### src/rtl/apb_reg_bridge_if.sv
// APB4 slave plus register-bus request/acknowledge signals for apb_reg_bridge.
// Latency: none, this is a plain signal bundle.
// Backpressure: the register side stalls APB through wack/rack; APB itself has none.
interface apb_reg_bridge_if #(
  parameter int ADDR_W = 12,
  parameter int DATA_W = 32
);
  // APB side
  logic [ADDR_W-1:0]   paddr;
  logic                psel;
  logic                penable;
  logic                pwrite;
  logic [DATA_W-1:0]   pwdata;
  logic [DATA_W/8-1:0] pstrb;
  logic                pready;
  logic [DATA_W-1:0]   prdata;
  logic                pslverr;
  // register-bus side
  logic [ADDR_W-1:0]   reg_addr;
  logic [DATA_W-1:0]   reg_wdata;
  logic [DATA_W/8-1:0] reg_wstrb;
  logic                wr_en;
  logic                rd_en;
  logic [DATA_W-1:0]   reg_rdata;
  logic                wack;
  logic                rack;
  logic                waddrerr;
  logic                raddrerr;

  // bridge view
  modport slave (
    input  paddr, psel, penable, pwrite, pwdata, pstrb,
    output pready, prdata, pslverr,
    output reg_addr, reg_wdata, reg_wstrb, wr_en, rd_en,
    input  reg_rdata, wack, rack, waddrerr, raddrerr
  );

  // APB master plus register file view
  modport master (
    output paddr, psel, penable, pwrite, pwdata, pstrb,
    input  pready, prdata, pslverr,
    input  reg_addr, reg_wdata, reg_wstrb, wr_en, rd_en,
    output reg_rdata, wack, rack, waddrerr, raddrerr
  );
endinterface

### src/rtl/apb_reg_bridge.sv
// APB4 slave to single-request register bus bridge (IDLE/REQ/WAIT/RESP); optional timeout via APB_REG_BRIDGE_TIMEOUT_EN.
// Latency: access phase is 3 cycles minimum (capture, request, response); misaligned addresses respond after 2.
// Backpressure: wait states are inserted until the matching wack/rack; with the timeout macro a stalled access errors out.
module apb_reg_bridge #(
  parameter int ADDR_W      = 12,
  parameter int DATA_W      = 32,
  parameter int TIMEOUT_CYC = 16
) (
  input logic             pclk,
  input logic             prst,
  apb_reg_bridge_if.slave bus
);

  localparam int STRB_W = DATA_W / 8;
  localparam int LSB_W  = (STRB_W > 1) ? $clog2(STRB_W) : 1;

  // reject illegal configurations at elaboration
  if (!(DATA_W == 8 || DATA_W == 16 || DATA_W == 32 || DATA_W == 64)) begin : g_bad_data_w
    $error("apb_reg_bridge: DATA_W must be 8, 16, 32 or 64");
  end
  if (TIMEOUT_CYC < 1) begin : g_bad_timeout
    $error("apb_reg_bridge: TIMEOUT_CYC must be >= 1");
  end

  typedef enum logic [1:0] {S_IDLE, S_REQ, S_WAIT, S_RESP} state_t;

  state_t              state_q, state_d;
  logic [ADDR_W-1:0]   addr_q;
  logic [DATA_W-1:0]   wdata_q;
  logic [STRB_W-1:0]   wstrb_q;
  logic                write_q;
  logic [DATA_W-1:0]   prdata_q;
  logic                pslverr_q;

  logic start;
  logic misaligned;
  logic ack_match;
  logic ack_err;
  logic pending;
  logic timeout_hit;

  // a transfer is only accepted from IDLE, so transfers never overlap
  assign start      = (state_q == S_IDLE) && bus.psel && bus.penable;
  assign misaligned = (STRB_W > 1) ? (bus.paddr[LSB_W-1:0] != '0) : 1'b0;
  assign pending    = (state_q == S_REQ) || (state_q == S_WAIT);
  // only the acknowledge matching the captured direction counts
  assign ack_match  = write_q ? bus.wack : bus.rack;
  assign ack_err    = write_q ? bus.waddrerr : bus.raddrerr;

`ifdef APB_REG_BRIDGE_TIMEOUT_EN
  localparam int CNT_W = $clog2(TIMEOUT_CYC + 1);
  logic [CNT_W-1:0] to_cnt_q;

  // count WAIT cycles since the request was issued
  always_ff @(posedge pclk or posedge prst) begin
    if (prst) begin
      to_cnt_q <= '0;
    end else if (start) begin
      to_cnt_q <= '0;
    end else if (state_q == S_WAIT) begin
      to_cnt_q <= to_cnt_q + CNT_W'(1);
    end
  end

  // the last allowed WAIT cycle without an ack forces an error response
  assign timeout_hit = (state_q == S_WAIT) && (to_cnt_q == CNT_W'(TIMEOUT_CYC - 1));
`else
  assign timeout_hit = 1'b0;
`endif

  // state register
  always_ff @(posedge pclk or posedge prst) begin
    if (prst) state_q <= S_IDLE;
    else      state_q <= state_d;
  end

  // next-state logic; acks seen in IDLE or RESP fall through unused
  always_comb begin
    state_d = state_q;
    case (state_q)
      S_IDLE: if (start) state_d = misaligned ? S_RESP : S_REQ;
      S_REQ:  state_d = ack_match ? S_RESP : S_WAIT;
      S_WAIT: if (ack_match || timeout_hit) state_d = S_RESP;
      S_RESP: state_d = S_IDLE;
      default: state_d = S_IDLE;
    endcase
  end

  // capture the APB request; strobes are zeroed for reads
  always_ff @(posedge pclk or posedge prst) begin
    if (prst) begin
      addr_q  <= '0;
      wdata_q <= '0;
      wstrb_q <= '0;
      write_q <= 1'b0;
    end else if (start) begin
      addr_q  <= bus.paddr;
      wdata_q <= bus.pwdata;
      wstrb_q <= bus.pwrite ? bus.pstrb : '0;
      write_q <= bus.pwrite;
    end
  end

  // register the response; a matching ack wins over a simultaneous timeout
  always_ff @(posedge pclk or posedge prst) begin
    if (prst) begin
      prdata_q  <= '0;
      pslverr_q <= 1'b0;
    end else if (start) begin
      prdata_q  <= '0;
      pslverr_q <= misaligned;
    end else if (pending && ack_match) begin
      prdata_q  <= (!write_q && !ack_err) ? bus.reg_rdata : '0;
      pslverr_q <= ack_err;
    end else if (timeout_hit) begin
      prdata_q  <= '0;
      pslverr_q <= 1'b1;
    end
  end

  // outputs decoded from state; response fields are forced to zero outside RESP
  always_comb begin
    bus.pready    = (state_q == S_RESP);
    bus.prdata    = (state_q == S_RESP) ? prdata_q : '0;
    bus.pslverr   = (state_q == S_RESP) && pslverr_q;
    bus.wr_en     = (state_q == S_REQ) && write_q;
    bus.rd_en     = (state_q == S_REQ) && !write_q;
    bus.reg_addr  = addr_q;
    bus.reg_wdata = wdata_q;
    bus.reg_wstrb = wstrb_q;
  end

endmodule

### src/flat_wrapper.sv
// flat-port wrapper written by rule: the top's interface ports become plain ports
module apb_reg_bridge_flat 
#(
  parameter int ADDR_W      = 12,
  parameter int DATA_W      = 32,
  parameter int TIMEOUT_CYC = 16
)
  (pclk, prst, bus_paddr, bus_psel, bus_penable, bus_pwrite, bus_pwdata, bus_pstrb, bus_pready, bus_prdata, bus_pslverr, bus_reg_addr, bus_reg_wdata, bus_reg_wstrb, bus_wr_en, bus_rd_en, bus_reg_rdata, bus_wack, bus_rack, bus_waddrerr, bus_raddrerr);
  apb_reg_bridge_if #(.ADDR_W(ADDR_W), .DATA_W(DATA_W)) bus_i ();
  input logic pclk;
  input logic prst;
  input wire logic [$bits(bus_i.paddr)-1:0] bus_paddr;
  input wire logic [$bits(bus_i.psel)-1:0] bus_psel;
  input wire logic [$bits(bus_i.penable)-1:0] bus_penable;
  input wire logic [$bits(bus_i.pwrite)-1:0] bus_pwrite;
  input wire logic [$bits(bus_i.pwdata)-1:0] bus_pwdata;
  input wire logic [$bits(bus_i.pstrb)-1:0] bus_pstrb;
  output wire logic [$bits(bus_i.pready)-1:0] bus_pready;
  output wire logic [$bits(bus_i.prdata)-1:0] bus_prdata;
  output wire logic [$bits(bus_i.pslverr)-1:0] bus_pslverr;
  output wire logic [$bits(bus_i.reg_addr)-1:0] bus_reg_addr;
  output wire logic [$bits(bus_i.reg_wdata)-1:0] bus_reg_wdata;
  output wire logic [$bits(bus_i.reg_wstrb)-1:0] bus_reg_wstrb;
  output wire logic [$bits(bus_i.wr_en)-1:0] bus_wr_en;
  output wire logic [$bits(bus_i.rd_en)-1:0] bus_rd_en;
  input wire logic [$bits(bus_i.reg_rdata)-1:0] bus_reg_rdata;
  input wire logic [$bits(bus_i.wack)-1:0] bus_wack;
  input wire logic [$bits(bus_i.rack)-1:0] bus_rack;
  input wire logic [$bits(bus_i.waddrerr)-1:0] bus_waddrerr;
  input wire logic [$bits(bus_i.raddrerr)-1:0] bus_raddrerr;
  assign bus_i.paddr = bus_paddr;
  assign bus_i.psel = bus_psel;
  assign bus_i.penable = bus_penable;
  assign bus_i.pwrite = bus_pwrite;
  assign bus_i.pwdata = bus_pwdata;
  assign bus_i.pstrb = bus_pstrb;
  assign bus_pready = bus_i.pready;
  assign bus_prdata = bus_i.prdata;
  assign bus_pslverr = bus_i.pslverr;
  assign bus_reg_addr = bus_i.reg_addr;
  assign bus_reg_wdata = bus_i.reg_wdata;
  assign bus_reg_wstrb = bus_i.reg_wstrb;
  assign bus_wr_en = bus_i.wr_en;
  assign bus_rd_en = bus_i.rd_en;
  assign bus_i.reg_rdata = bus_reg_rdata;
  assign bus_i.wack = bus_wack;
  assign bus_i.rack = bus_rack;
  assign bus_i.waddrerr = bus_waddrerr;
  assign bus_i.raddrerr = bus_raddrerr;
  apb_reg_bridge #(.ADDR_W(ADDR_W), .DATA_W(DATA_W), .TIMEOUT_CYC(TIMEOUT_CYC)) u_core (.pclk(pclk), .prst(prst), .bus(bus_i));
endmodule
### config.mk
export PLATFORM = sky130hd
export DESIGN_NAME = apb_reg_bridge_flat
export DESIGN_NICKNAME = d
export VERILOG_FILES = /design/src/rtl/apb_reg_bridge_if.sv /design/src/rtl/apb_reg_bridge.sv /design/src/flat_wrapper.sv
export SDC_FILE = /design/constraint.sdc
export NUM_CORES = 1
export LEC_CHECK = 0
export ABC_AREA = 1
export CELL_PAD_IN_SITES_DETAIL_PLACEMENT = 1
export CELL_PAD_IN_SITES_GLOBAL_PLACEMENT = 1
export CORE_MARGIN = 2
export CORE_UTILIZATION = 29
export DETAILED_ROUTE_END_ITERATION = 10
export HOLD_SLACK_MARGIN = 0.03
export PLACE_DENSITY = 0.76
export SETUP_SLACK_MARGIN = 0.4
export SLEW_MARGIN = 20
export SYNTH_ARGS = -nofsm -noshare
export SYNTH_HDL_FRONTEND = slang
export SYNTH_SLANG_ARGS = --single-unit
export TNS_END_PERCENT = 5
### constraint.sdc
create_clock -name pclk -period 3.23 [get_ports pclk]
set_input_delay 0.323 -clock pclk [delete_from_list [all_inputs] [get_ports pclk]]
set_output_delay 0.323 -clock pclk [all_outputs]
set_load 0.05 [all_outputs]
==> key figures, run 1 <==
Run status
  – Status: completed

Worst setup path
  – Critical Path AT: 2.21 ns
  – Slowest CP cell: clkdlybuf4s50_1
  – Worst-path maximum fanout: 34
  – Max incr delay on CP: 0.80 ns
  – Crit path depth: 5
  – RR Startpoint: u_core.state_q[0]$_DFFE_PP0P_
  – Worst Path Buf+Inv: 3
  – Reg2reg path depth: 4
  – Worst path required time: 2.91 ns
  – R2R Path End: u_core.prdata_q[25]$_DFFE_PP0P_
  – Startpoint types: flop
  – Family with the most delay on the worst path: buffers and inverters
  – Critical path class: reg2out
  – Worst-path cell chain: ha_1 -> buf_4 -> nand2_1 -> inv_1 -> clkdlybuf4s50_1
  – CP Capture Type: output pin
  – Setup slack, reg-to-reg: 1.15 ns

Yosys
  – Register area share after synthesis: 0.555
  – Gate Count Post-Synth: 470
  – Yosys cell types: 18
  – Post-synth net total: 564
  – Cell Area, Synth: 0.00379 mm²
  – Synth Register Bits: 84
  – Synthesized area per cell: 8.06 µm²
  – YS warnings: 0

Floorplanning
  – Starting density of the core: 0.299
  – Full die area: 0.0140 mm²
  – Chip Width: 118 µm
  – Core area: 0.0127 mm²
  – Die Y: 118 µm
  – FP Rows: 41
  – # IOs: 173

Place
  – Gp weighted congestion: 0.728
  – PortBufs: 172
  – Placed instance area: 0.00564 mm²
  – Post-DP HPWL: 8680 µm

GRT
  – Initial antenna violation count: 0
  – First-pass GRT wire length: 19900 µm
  – Vias in the first global route: 3863
  – Pin count of the biggest net entering global routing: 55
  – Total track usage: 0.175
  – Grt ovf: 0

Timing
  – RSZ-0062 raised after global routing: no
  – Worst slew pin tran: 0.792 ns
  – Final Hold Fails: 0
  – Max Clock Freq: 394 MHz
  – Crit share post-route: 0.785
  – Count of final setup violators: 0
  – Min Tclk post-route: 2.54 ns
  – Clk_skew: 0.00755 ns
  – Max-slew violations: 0
  – Setup TNS: 0 ns
  – Worst slew margin: 0.470

CTS
  – Inserted Clock Buffers: 9
  – Sink Count: 84
  – Worst skew pair latency: 0.33 ns
  – Hold-fix buffers at CTS: 0
  – Clk buf depth: 2
  – Clk root buf: clkbuf_16
  – Reg clk slew, reported paths: 0.06 ns
  – Htree depth: 3
  – Postcts setup bufs: 0
  – CTS resizes: 0
  – CTS tree: built

Route
  – Routed length per instance: 14.6 µm
  – Via count: 3604
  – Drt drc: 0
  – Pre-antenna DRT Iters: 4
  – Routed WL: 11800 µm
  – Vias/cell: 4.46
  – First DRT Iteration DRCs: 148
  – Antenna Violating Nets Remaining: 0

Pwr
  – Power Dens Cells: 1050 mW/mm²
  – Peak supply drop: 498 µV
  – Pleak: 3.06 nW

Final layout
  – Final net count: 725
  – ANT cells: 0
  – Commonest non-fill, non-tap cell in the layout: nand2_1
  – Layout cells sized above 1: 0.0425
  – Most frequent cells in the layout: nand2_1 (223), clkdlybuf4s50_1 (172), dfrtp_1 (84)
  – Area delta synth->final: 57.6%
  – Fin area: 0.00597 mm²

Min path
  – Worst hold path type: in2async

Job
  – Max cap viols: 0
-- sequential cells by signal (all words and copies together), names as in the netlist --
| name | cells |
|---|---|
| u_core.prdata_q | 32 |
| u_core.bus.reg_addr | 12 |
| u_core.pslverr_q | 1 |
| u_core.bus.reg_wstrb | 4 |
| u_core.write_q | 1 |
| u_core.state_q | 2 |
| u_core.bus.reg_wdata | 32 |
-- worst max-delay path by stage --
stage | endpoint | start
floorplan | u_core.bus.reg_addr[0]$_DFFE_PP0N_ | prst
detailed placement | bus_prdata[16] | u_core.state_q[0]$_DFFE_PP0P_
global route | bus_pslverr | u_core.state_q[0]$_DFFE_PP0P_
global placement | u_core.pslverr_q$_DFFE_PP0P_ | bus_psel
finish | bus_prdata[25] | u_core.state_q[0]$_DFFE_PP0P_
CTS | bus_prdata[25] | u_core.state_q[0]$_DFFE_PP0P_
-- cells in the mapped netlist --
master / number / area share
nand4_2: 1 / 0.0033
nand2_1: 223 / 0.22
nor2_1: 4 / 0.0040
buf_4: 4 / 0.0079
o21ai_1: 24 / 0.032
o21ai_0: 15 / 0.020
clkbuf_2: 3 / 0.0040
buf_6: 3 / 0.0089
dfrtp_1: 84 / 0.56
buf_2: 16 / 0.021
ha_1: 5 / 0.017
nand3_1: 39 / 0.052
clkbuf_1: 2 / 0.0020
o211ai_1: 1 / 0.0020
nand2_4: 1 / 0.0030
inv_1: 43 / 0.043
nand3_4: 1 / 0.0046
inv_2: 1 / 0.00099
-- metal layers --
layer / track usage / part of all wire / up-vias
met5: 0 / 0 / -
met4: 0.0625 / 0.018 / 0
met3: 0.0531 / 0.079 / 14
met2: 0.288 / 0.47 / 124
met1: 0.215 / 0.43 / 1708
li1: - / - / 1758
-- cells by family (layout without fill, tap and decap cells) --
| logic type | count (synthesis) | count (layout) | share of synthesized area |
|---|---|---|---|
| and+or+nand+nor | 269 | 269 | 0.287 |
| DFF | 84 | 84 | 0.555 |
| buffers and inverters | 72 | 238 | 0.0875 |
| AOI/OAI and AO/OA | 40 | 40 | 0.0535 |
| adders and majority gates | 5 | 5 | 0.0165 |
-- area by class of cell --
class | instances | area (µm²)
fillers | 1500 | 6700
flip-flops and latches | 84 | 2100
repair buffers | 178 | 1780
multi-input cells | 314 | 1370
clock buffers | 11 | 233
well taps | 172 | 215
inverters | 44 | 166
clock inverters | 5 | 100
-- metrics by stage --
step	hold slack, ns	utilization	total power, mW	worst slack (ns)	cells
2_1_floorplan	0.433	-	4.05	0.742	470
3_3_place_gp	0.463	0.445	5.06	1.05	792
3_5_place_dp	0.469	0.445	5.16	1.03	792
4_1_cts	0.369	0.471	6.36	0.653	808
5_1_grt	0.419	0.471	6.66	0.507	808
6_report	0.356	0.471	6.27	0.693	808
-- power breakdown --
part	total, mW	leakage [nW]	internal [mW]	switching [mW]
combinational	3.25	1.81	1.05	2.20
sequential	1.86	1.08	1.56	0.302
clock	1.16	0.163	0.754	0.404
total	6.27	3.06	3.36	2.91
Power figures use the tool's default switching activity.
==> run 2: changes to the inputs <==
--- a/config.mk
+++ b/config.mk
@@ -9,10 +9,10 @@
 export CELL_PAD_IN_SITES_DETAIL_PLACEMENT = 1
 export CELL_PAD_IN_SITES_GLOBAL_PLACEMENT = 1
 export CORE_MARGIN = 2
-export CORE_UTILIZATION = 29
+export CORE_UTILIZATION = 26
 export DETAILED_ROUTE_END_ITERATION = 10
 export HOLD_SLACK_MARGIN = 0.03
-export PLACE_DENSITY = 0.76
+export PLACE_DENSITY = 0.72
 export SETUP_SLACK_MARGIN = 0.4
 export SLEW_MARGIN = 20
 export SYNTH_ARGS = -nofsm -noshare
==> constraint.sdc (replaced) <==
create_clock -name pclk -period 2.1 [get_ports pclk]
set_input_delay 0.21 -clock pclk [delete_from_list [all_inputs] [get_ports pclk]]
set_output_delay 0.21 -clock pclk [all_outputs]
set_load 0.05 [all_outputs]
==> run 2 against run 1 <==
Effect of this change: non-clock buffer count grew 8; critical path depth decreased by 4; sequential share of layout area down 2.9 points; critical path type unchanged; largest power group unchanged; largest cell class is now buffers; flip-flop and latch count is the same; global-route usage decreased by 1.9 points; first-iteration DRC count is 24% higher; combinational power is 73% higher; worst hold slack lost 0.086 ns; count of clock-buffer cells in the layout did not move; final cell count increased by 2.6%; via count rose by 1.6%.
==> key figures, run 2 (same netlist as run 1, synthesis figures left out) <==
GRT
  – Met1 Use GR: 0.189
  – Met3 Use GR: 0.0442
  – Pin count of the biggest net entering global routing: 71
  – Met2 GRT Util: 0.258
  – Busiest layer in global routing: met2
  – Grt ovf: 0
  – Initial antenna violation count: 0
  – Vias in the first global route: 3941
  – Total track usage: 0.155
  – First-pass GRT wire length: 19500 µm

Job
  – Max cap viols: 0

Final layout
  – Layout cells sized above 1: 0.126
  – Most frequent cells in the layout: nand2_1 (222), clkdlybuf4s50_1 (134), dfrtp_1 (82)
  – Commonest non-fill, non-tap cell in the layout: nand2_1
  – Fin area: 0.00650 mm²
  – Area delta synth->final: 71.8%
  – ANT cells: 0
  – Fillers: 1688
  – Final net count: 734

Pwr
  – Clock power frac: 0.149
  – Pleak: 3.29 nW
  – Power Dens Cells: 1540 mW/mm²
  – Logic pwr share: 0.561
  – Sw frac: 0.473
  – Sequential power share: 0.290
  – Peak supply drop: 762 µV
  – Internal: 5.28 mW
  – Switch Pwr: 4.74 mW

Floorplanning
  – Die Y: 125 µm
  – Full die area: 0.0155 mm²
  – FP Rows: 44
  – Chip Width: 125 µm
  – Starting density of the core: 0.264
  – # IOs: 173
  – Core area: 0.0144 mm²

Worst setup path
  – Worst setup path startpoint: u_core.bus.reg_addr[3]$_DFFE_PP0N_
  – Family with the most delay on the worst path: buffers and inverters
  – Setup slack, reg-to-reg: 0.50 ns
  – Worst path required time: 1.89 ns
  – Worst-path cell chain: clkdlybuf4s50_1
  – Worst-path maximum fanout: 2
  – CP Capture Type: output pin
  – Startpoint types: flop
  – Critical Path AT: 1.55 ns
  – RR Startpoint: u_core.state_q[0]$_DFFE_PP0P_
  – Worst Path Buf+Inv: 1
  – Max incr delay on CP: 0.82 ns
  – Slowest CP cell: clkdlybuf4s50_1
  – Critical path class: reg2out
  – R2R Path End: u_core.bus.reg_wdata[8]$_DFFE_PP0N_
  – Reg2reg path depth: 8

Route
  – Pre-antenna DRT Iters: 4
  – Antenna Violating Nets Remaining: 0
  – Routed length per instance: 15.6 µm
  – First DRT Iteration DRCs: 183
  – Via count: 3661
  – Drt drc: 0
  – Routed WL: 12900 µm
  – Vias/cell: 4.42

CTS
  – Inserted Clock Buffers: 9
  – Sink Count: 84
  – Htree depth: 3
  – Clk buf depth: 2
  – Reg clk slew, reported paths: 0.07 ns
  – Worst skew pair latency: 0.34 ns
  – Clk root buf: clkbuf_16
  – CTS tree: built
  – Hold-fix buffers at CTS: 0

Timing
  – Min Tclk post-route: 1.76 ns
  – Crit share post-route: 0.838
  – Clk_skew: 0.00696 ns
  – Count of final setup violators: 0
  – Worst slew pin tran: 0.579 ns
  – Max-slew violations: 0
  – Worst slew margin: 0.613
  – Final Hold Fails: 0
  – Max Clock Freq: 569 MHz
  – RSZ-0062 raised after global routing: yes
  – Setup TNS: 0 ns

Place
  – Gp weighted congestion: 0.747
  – Placed instance area: 0.00605 mm²
  – PortBufs: 172
  – Post-DP HPWL: 8650 µm

Run status
  – Status: completed

Min path
  – Worst hold path type: in2async
==> run 2: area by class of cell <==
cell class	count	area, µm²	share of cell area
Timing Repair Buffer	186	2310	0.355
Clock buffer	11	243	0.0373
Clock inverter	5	37.5	0.00577
Tap cell	184	230	0.0354
Sequential cell	84	2100	0.324
Multi-Input combinational cell	315	1410	0.217
Inverter	44	169	0.0260
==> run 2: metal layers <==
metal / part of all wire / routed length (µm) / up-vias
met5: 0 / 0 / -
met4: 0.017 / 223 / 0
met3: 0.065 / 836 / 14
met2: 0.49 / 6330 / 121
met1: 0.43 / 5520 / 1744
li1: - / - / 1782
==> run 2: worst max-delay path by stage <==
stage,slack (ns),depth (start not counted),to
3_5_place_dp,0.39,5,u_core.prdata_q[22]$_DFFE_PP0P_
5_1_grt,0.31,1,bus_reg_wdata[18]
3_3_place_gp,0.51,6,u_core.prdata_q[26]$_DFFE_PP0P_
2_1_floorplan,0.23,5,bus_prdata[30]
4_1_cts,0.31,5,bus_prdata[1]
6_report,0.34,1,bus_reg_addr[3]
==> run 2: through the flow <==
| step | hold slack (ns) | power (mW) | util | instances | setup WS (ns) |
|---|---|---|---|---|---|
| after detailed placement | 0.464 | 8.25 | 0.421 | 805 | 0.392 |
| after global placement | 0.464 | 8.08 | 0.421 | 805 | 0.509 |
| final | 0.270 | 10.0 | 0.453 | 829 | 0.341 |
| after global routing | 0.326 | 10.6 | 0.453 | 829 | 0.307 |
| after CTS | 0.284 | 9.81 | 0.441 | 821 | 0.310 |
| after floorplan | 0.320 | 6.23 | - | 470 | 0.232 |
==> run 2: power groups by stage <==
stage | clock, mW | combinational (mW) | sequential [mW]
floorplan | 0 | 1.93 | 4.30
global placement | 0 | 5.21 | 2.87
detailed placement | 0 | 5.35 | 2.90
CTS | 1.54 | 5.39 | 2.89
global route | 1.60 | 5.99 | 3.00
finish | 1.49 | 5.62 | 2.90
==> run 2: timing repair <==
action / 4_1_cts / 5_1_grt
gates cloned: 0 / 5
endpoints found under the setup margin: 85 / 117
pin swaps: 0 / 3
setup buffers: 0 / 3
resized for setup: 4 / 12
==> run 3: changes to the inputs <==
--- a/config.mk
+++ b/config.mk
@@ -9,10 +9,10 @@
 export CELL_PAD_IN_SITES_DETAIL_PLACEMENT = 1
 export CELL_PAD_IN_SITES_GLOBAL_PLACEMENT = 1
 export CORE_MARGIN = 2
-export CORE_UTILIZATION = 26
+export CORE_UTILIZATION = 29
 export DETAILED_ROUTE_END_ITERATION = 10
 export HOLD_SLACK_MARGIN = 0.03
-export PLACE_DENSITY = 0.72
+export PLACE_DENSITY = 0.76
 export SETUP_SLACK_MARGIN = 0.4
 export SLEW_MARGIN = 20
 export SYNTH_ARGS = -nofsm -noshare
==> constraint.sdc (replaced) <==
create_clock -name pclk -period 1.77 [get_ports pclk]
set_input_delay 0.177 -clock pclk [delete_from_list [all_inputs] [get_ports pclk]]
set_output_delay 0.177 -clock pclk [all_outputs]
set_load 0.05 [all_outputs]
==> run 3 against run 2 <==
Effect of this change: count of clock-buffer cells in the layout is 1 lower; register-to-register slack lost 0.29 ns; total power up 21%.
==> key figures, run 3 (same netlist as run 1, synthesis figures left out) <==
Final layout
  – Commonest non-fill, non-tap cell in the layout: nand2_1
  – ANT cells: 0
  – Area occupied by multi-input gates: 0.00144 mm²
  – Register area: 0.00210 mm²
  – Post-Route Utilization: 0.515
  – Non-filler cells, final: 817
  – Fin area: 0.00653 mm²
  – Most frequent cells in the layout: nand2_1 (221), clkdlybuf4s50_1 (113), dfrtp_1 (83)
  – Layout cells sized above 1: 0.138
  – Final net count: 735
  – Fillers: 1458
  – Area delta synth->final: 72.3%

Pwr
  – Pleak: 3.36 nW
  – Logic pwr share: 0.557
  – Sequential power share: 0.282
  – Sw frac: 0.465
  – Clock power frac: 0.161
  – Switch Pwr: 5.63 mW
  – Power Dens Cells: 1860 mW/mm²
  – Peak supply drop: 945 µV
  – Internal: 6.48 mW

Job
  – Max cap viols: 0

CTS
  – Htree depth: 3
  – Hold-fix buffers at CTS: 0
  – Clk root buf: clkbuf_16
  – Worst skew pair latency: 0.33 ns
  – CTS tree: built
  – Reg clk slew, reported paths: 0.06 ns
  – Sink Count: 84
  – Clk buf depth: 2
  – Inserted Clock Buffers: 9

Floorplanning
  – Core area: 0.0127 mm²
  – # IOs: 173
  – Die Y: 118 µm
  – FP Rows: 41
  – Full die area: 0.0140 mm²
  – Starting density of the core: 0.299
  – Chip Width: 118 µm

Timing
  – RSZ-0062 raised after global routing: yes
  – Worst slew margin: 0.647
  – Final Hold Fails: 0
  – Crit share post-route: 0.950
  – Max-slew violations: 0
  – Count of final setup violators: 0
  – Max Clock Freq: 595 MHz
  – Clk_skew: 0.00349 ns
  – Worst slew pin tran: 0.532 ns
  – Min Tclk post-route: 1.68 ns
  – Worst hold margin: 0.319 ns

Route
  – First DRT Iteration DRCs: 216
  – Via count: 3721
  – Vias/cell: 4.55
  – Antenna Violating Nets Remaining: 0
  – Pre-antenna DRT Iters: 6
  – Routed length per instance: 15.7 µm
  – Routed WL: 12800 µm
  – Drt drc: 0

Place
  – Placed cells: 794
  – Post-DP HPWL: 8710 µm
  – Gp weighted congestion: 0.732
  – Placed instance area: 0.00606 mm²
  – PortBufs: 172

Run status
  – Status: completed

GRT
  – Busiest layer in global routing: met2
  – Total track usage: 0.183
  – Vias in the first global route: 3955
  – Met1 Use GR: 0.220
  – Met2 GRT Util: 0.309
  – Grt ovf: 0
  – First-pass GRT wire length: 20500 µm
  – Met3 Use GR: 0.0589
  – Pin count of the biggest net entering global routing: 85
  – Initial antenna violation count: 0

Worst setup path
  – Worst-path cell chain: buf_6 -> ha_4 -> buf_16 -> nand2_1 -> inv_1 -> buf_12
  – Max incr delay on CP: 0.39 ns
  – Worst-path maximum fanout: 17
  – Critical path class: reg2out
  – CP Capture Type: output pin
  – Startpoint types: flop
  – Worst path required time: 1.59 ns
  – Critical Path AT: 1.50 ns
  – Setup slack, reg-to-reg: 0.21 ns
  – Slowest CP cell: dfrtp_1

Min path
  – Worst hold path type: in2async
run 3: changes by cell type in the layout (fill, tap and decap cells not counted), sizes merged, moves of 2 or more:
cell	delta
clkdlybuf4s50	-21
clkbuf	-5
bufinv	+2
dlygate4sd2	+21
buf	+5
run 3: worst max-delay path, delay by kind of cell (launching register included):
family | cells | cell delay (ns)
buffers and inverters | 4 | 0.52
flip-flops | 1 | 0.39
AND/OR/NAND/NOR | 1 | 0.07
adder cells (fa/ha/maj) | 1 | 0.20
run 3: layer usage:
metal,up-vias,wire length (µm)
li1,1789,-
met4,0,162
met1,1776,5320
met2,145,6250
met3,11,1090
met5,-,0
run 3: final cells by class:
type	count	share of cell area
Sequential cell	84	0.322
Clock inverter	5	0.0119
Inverter	44	0.0263
Clock buffer	10	0.0351
Tap cell	172	0.0330
Timing Repair Buffer	186	0.351
Multi-Input combinational cell	316	0.221
run 3: path summary, 6_finish.rpt:
kind / from / cells past startpoint / end
worst max-delay path: u_core.state_q[0]$_DFFE_PP0P_ / 6 / bus_prdata[31]
worst min-delay path: prst / 3 / u_core.bus.reg_wdata[30]$_DFFE_PP0N_
worst max register to register: u_core.state_q[0]$_DFFE_PP0P_ / 6 / u_core.prdata_q[20]$_DFFE_PP0P_
worst min register to register: u_core.bus.reg_addr[2]$_DFFE_PP0N_ / 2 / u_core.bus.reg_addr[2]$_DFFE_PP0N_
max in group asynchronous: prst / 3 / u_core.bus.reg_wdata[21]$_DFFE_PP0N_
min in group pclk: bus_pwdata[21] / 3 / u_core.bus.reg_wdata[21]$_DFFE_PP0N_
run 3: per-stage QoR:
| step | worst slack (ns) | total power [mW] | setup TNS, ns |
|---|---|---|---|
| floorplan | -0.0654 | 7.39 | -1.91 |
| global placement | 0.204 | 9.63 | 0 |
| detailed placement | 0.0987 | 9.84 | 0 |
| CTS | 0.0708 | 12.1 | 0 |
| global route | 0.0166 | 12.8 | 0 |
| finish | 0.0884 | 12.1 | 0 |
run 3: power by group through the flow:
stage               Combinational (mW)  Clock, mW  Sequential, mW
global route                      7.18       2.08            3.53
CTS                               6.71       2.00            3.42
floorplan                         2.29          0            5.10
global placement                  6.27          0            3.36
detailed placement                6.45          0            3.39
finish                            6.75       1.95            3.41
run 3: repair_timing:
item | in CTS | in global routing
cloned | 3 | 1
buffers inserted | 1 | 3
pin swaps | 1 | 0
endpoints found under the hold margin | 0 | 0
gates resized for setup | 48 | 4
endpoints found under the setup margin | 166 | 166
